### config.mk
export PLATFORM = sky130hd
export DESIGN_NAME = control_unit
export DESIGN_NICKNAME = d
export VERILOG_FILES = /design/src/rtl/control_unit.sv
export SDC_FILE = /design/constraint.sdc
export NUM_CORES = 1
export LEC_CHECK = 0
export CORE_AREA = 2 2 39 41
export CTS_CLUSTER_SIZE = 8
export DETAILED_ROUTE_END_ITERATION = 10
export DIE_AREA = 0 0 41 43
export GPL_TIMING_DRIVEN = 0
export PLACE_DENSITY = 0.54
export SYNTH_ARGS = -nofsm -noshare
export SYNTH_HDL_FRONTEND = slang
export SYNTH_SLANG_ARGS = --single-unit
### constraint.sdc
create_clock -name clk -period 0.83 [get_ports clk]
set_input_delay 0.1245 -clock clk [delete_from_list [all_inputs] [get_ports clk]]
set_output_delay 0.1245 -clock clk [all_outputs]
set_load 0.01 [all_outputs]
### src/rtl/control_unit.sv
// control_unit: opcode decoder with sticky illegal-opcode flag; CONTROL_BRANCH_CNT_EN adds a taken-branch counter
module control_unit #(
  parameter int OPW = 4
) (
  input  logic           clk,
  input  logic           reset,
  input  logic [OPW-1:0] instr,
  input  logic           equal,
  output logic           RegDst,
  output logic           Branch,
  output logic           MemtoReg,
  output logic           MemWrite,
  output logic           ALUSrc,
  output logic           RegWrite,
  output logic [OPW-1:0] ALUOp,
  output logic           illegal
`ifdef CONTROL_BRANCH_CNT_EN
  ,
  output logic [7:0]     branch_cnt
`endif
);
  logic w_reg_wr;
  logic w_mem_wr;
  logic w_branch;
  logic w_illegal_op;
  logic r_illegal;
  // raw decode of the opcode; write and branch strobes are gated by reset below
  always_comb begin
    RegDst       = instr inside {4'h0, 4'h1, 4'h2, 4'h3, 4'h4, 4'h5, 4'h6};
    ALUSrc       = instr inside {4'h1, 4'h2, 4'h7, 4'hA, 4'hB, 4'hC};
    w_reg_wr     = instr inside {4'h0, 4'h1, 4'h2, 4'h3, 4'h4, 4'h5, 4'h6, 4'h7, 4'hA, 4'hC};
    w_mem_wr     = instr == 4'hB;
    MemtoReg     = instr == 4'hC;
    w_branch     = instr == 4'h8 ? ~equal : instr == 4'h9 ? equal : 1'b0;
    w_illegal_op = instr inside {4'hD, 4'hE};
  end
  assign ALUOp    = instr;
  assign RegWrite = w_reg_wr & ~reset;
  assign MemWrite = w_mem_wr & ~reset;
  assign Branch   = w_branch & ~reset;
  assign illegal  = r_illegal;
  // sticky record of undefined opcodes, cleared only by reset
  always_ff @(posedge clk) begin
    if (reset) r_illegal <= 1'b0;
    else if (w_illegal_op) r_illegal <= 1'b1;
  end
`ifdef CONTROL_BRANCH_CNT_EN
  logic [7:0] r_branch_cnt;
  assign branch_cnt = r_branch_cnt;
  // wrapping count of taken branches outside reset
  always_ff @(posedge clk) begin
    if (reset) r_branch_cnt <= 8'd0;
    else if (w_branch) r_branch_cnt <= r_branch_cnt + 8'd1;
  end
`else
`endif
endmodule

==> flow_summary.json <==
{
  "status": "finished, violations left",
  "violations": "negative setup slack",
  "dp_cells": 57,
  "finalWorstSetupSlack_ps": -65.62,
  "hold_viol_final": 0,
  "die_h_um": 43,
  "placed_area_um2": 366.6,
  "drc_errors": 0,
  "nets": 52,
  "io-pin-count": 18,
  "largest_reg_flops": 1,
  "fp.dieArea_um2": 1763,
  "avgSynthCellArea_um2": 7.322,
  "crit_fanout": 8,
  "grt.total_usage_pct": 6.000,
  "holdBufCountCts": 0,
  "synth_cell_types": 16,
  "antenna_found_initial": 0,
  "cap_viol_max_count": 0,
  "finalWorstPathRequiredPeriod_ps": 895.6,
  "synth-seq-cells": 1,
  "pre_cts_slack_ps": -944.6,
  "p_leak_nw": 0.2003,
  "nFillCells": 161,
  "wl_per_cell_um": 9.068,
  "setup_viol": 3,
  "yosysTopAreaCell": "buf_4",
  "grt_pass1_vias": 196,
  "crit_start": "instr[2]",
  "p_clk_share_pct": 0,
  "finalClockSkew_ps": 0,
  "grt_overflow": 0,
  "path_clk_slew_ps": 0,
  "min_path_type": "input port to flop",
  "clk_latency_ps": 0,
  "combPwrFrac_pct": 78.1,
  "post_synth_instance_area_um2": 197.7,
  "r2r_end": "illegal",
  "cp-end-kind": "output pin",
  "grt_pass1_wl_um": 821,
  "p_int_uw": 163.9,
  "synth_cells": 27,
  "critPathArrivalTime_ps": 770,
  "drt-initial-drc-count": 2,
  "initial_utilization_pct": 14.29,
  "seqPwrFrac_pct": 21.9,
  "crit_end": "MemWrite",
  "yosysWarnings": 0,
  "fmax_mhz": 1117,
  "start_kind": "input port",
  "synth_top_area_share_pct": 26.58,
  "yosysSeqAreaShare_pct": 10.13,
  "viasPerCell": 3.864,
  "fin_cells": 59,
  "drive_above_1_share_pct": 62.79,
  "finalMaxSlewViolations": 0,
  "rows": 14,
  "power_density_nw_per_um2": 595.5,
  "syn_nets": 34,
  "grt_max_degree": 9,
  "portBuffers": 14,
  "reg2reg_slack_ps": 250,
  "areaGrowthSynthToFinish_pct": 107.6,
  "tightest_slew_ps": 179.2,
  "routed_wl_um": 535,
  "antenna_left": 0,
  "fin_crit_sh_pct": 107.9,
  "max_slew_margin_pct": 87.96,
  "vias": 228,
  "core-area_um2": 1384,
  "switchingPower_uw": 80.45,
  "grt_setup_unrepaired": "true",
  "r2r_cells": 2,
  "min-delay-start": "reset",
  "diodes": 0,
  "post-route-cell-area_um2": 410.4,
  "first_pass_iters": 2,
  "irDropWorstVdd_v": 0.0002880,
  "gp_congestion": 0.7273,
  "cp.required_ps": 710,
  "whs_ps": 290.8,
  "die_x_um": 41,
  "power.share.switching_pct": 32.92,
  "dpl.hpwl_um": 377.9,
  "rr_startpoint": "illegal",
  "path_class": "input port to output pin",
  "synthTopCellsByArea": "buf_4 27%, dfxtp_1 10%, a31oi_1 9.5%"
}
==> power groups by stage <==
stage / logic (mW) / registers (mW) / clock network, mW
after global placement: 0.176 / 0.0535 / 0
final: 0.191 / 0.0534 / 0
after detailed placement: 0.177 / 0.0535 / 0
after CTS: 0.184 / 0.0534 / 0
after global routing: 0.207 / 0.0537 / 0
after floorplan: 0.0934 / 0.0550 / 0
==> layout make-up <==
cell class	instances	area, µm²	area share (%)
Buffer	7	81.33	19.82
Inverter	1	3.754	0.9146
Multi-Input combinational cell	18	156.4	38.11
Sequential cell	1	20.02	4.878
Tap cell	16	20.02	4.878
Timing Repair Buffer	16	128.9	31.40
==> worst min-delay path by stage <==
stage          slack, ps       to  cells after the start
6_report             290  illegal                      2
2_1_floorplan        200  illegal                      1
3_3_place_gp         450  illegal                      3
4_1_cts              360  illegal                      2
5_1_grt              300  illegal                      2
3_5_place_dp         460  illegal                      3
==> logic make-up after synthesis <==
family / after synthesis / synth area share, %
flops: 1 / 10.13
simple gates: 9 / 29.75
xor+xnor: 3 / 13.29
buf+inv: 8 / 28.48
compound gates: 6 / 18.35
==> metrics by stage <==
| stage | total power [mW] | TNS [ps] | util [%] |
|---|---|---|---|
| final | 0.2444 | -131.9 | 29.66 |
| after global routing | 0.2608 | -281.5 | 29.66 |
| after CTS | 0.2378 | -210.8 | 28.39 |
| after detailed placement | 0.2306 | -6000 | 26.49 |
| after global placement | 0.2296 | -5818 | 26.49 |
| after floorplan | 0.1484 | 0 | - |
==> cell usage in the layout, fill, tap and decap left out, drive strengths merged, types with 2 or more instances in the layout <==
cell type,count
dlygate4sd2,5
buf,17
nor2,3
xor2,2
a31oi,3
==> timing repair <==
action / in CTS / in global routing
endpoints found under the setup margin: 12 / 4
endpoints found under the hold margin: 0 / 0
setup buffers: 1 / 1
gates resized for setup: 53 / 3
pin swaps: 3 / 1
==> per-layer routing <==
metal  track usage (%)  part of all wire [%]
met2             9.063                    42
met5                 0                     0
met1             9.841                    46
met4                 0                     0
met3                 0                    12
==> worst max-delay path, stage by stage <==
cell and delay [ps]:
buf_12 110, and2b_2 210, and4b_2 220, buf_6 100
==> synth_stat cells (all sizes together) <==
master,instances
nor3b,1
and2b,1
nor2,3
xnor2,1
nand2b,1
nor4,1
and3,1
xor2,2
dfxtp,1
a21oi,1
buf,7
o21ai,1
o21a,1
inv,1
a31oi,3
and4b,1
No activity file was read; power rests on OpenSTA's default activity.
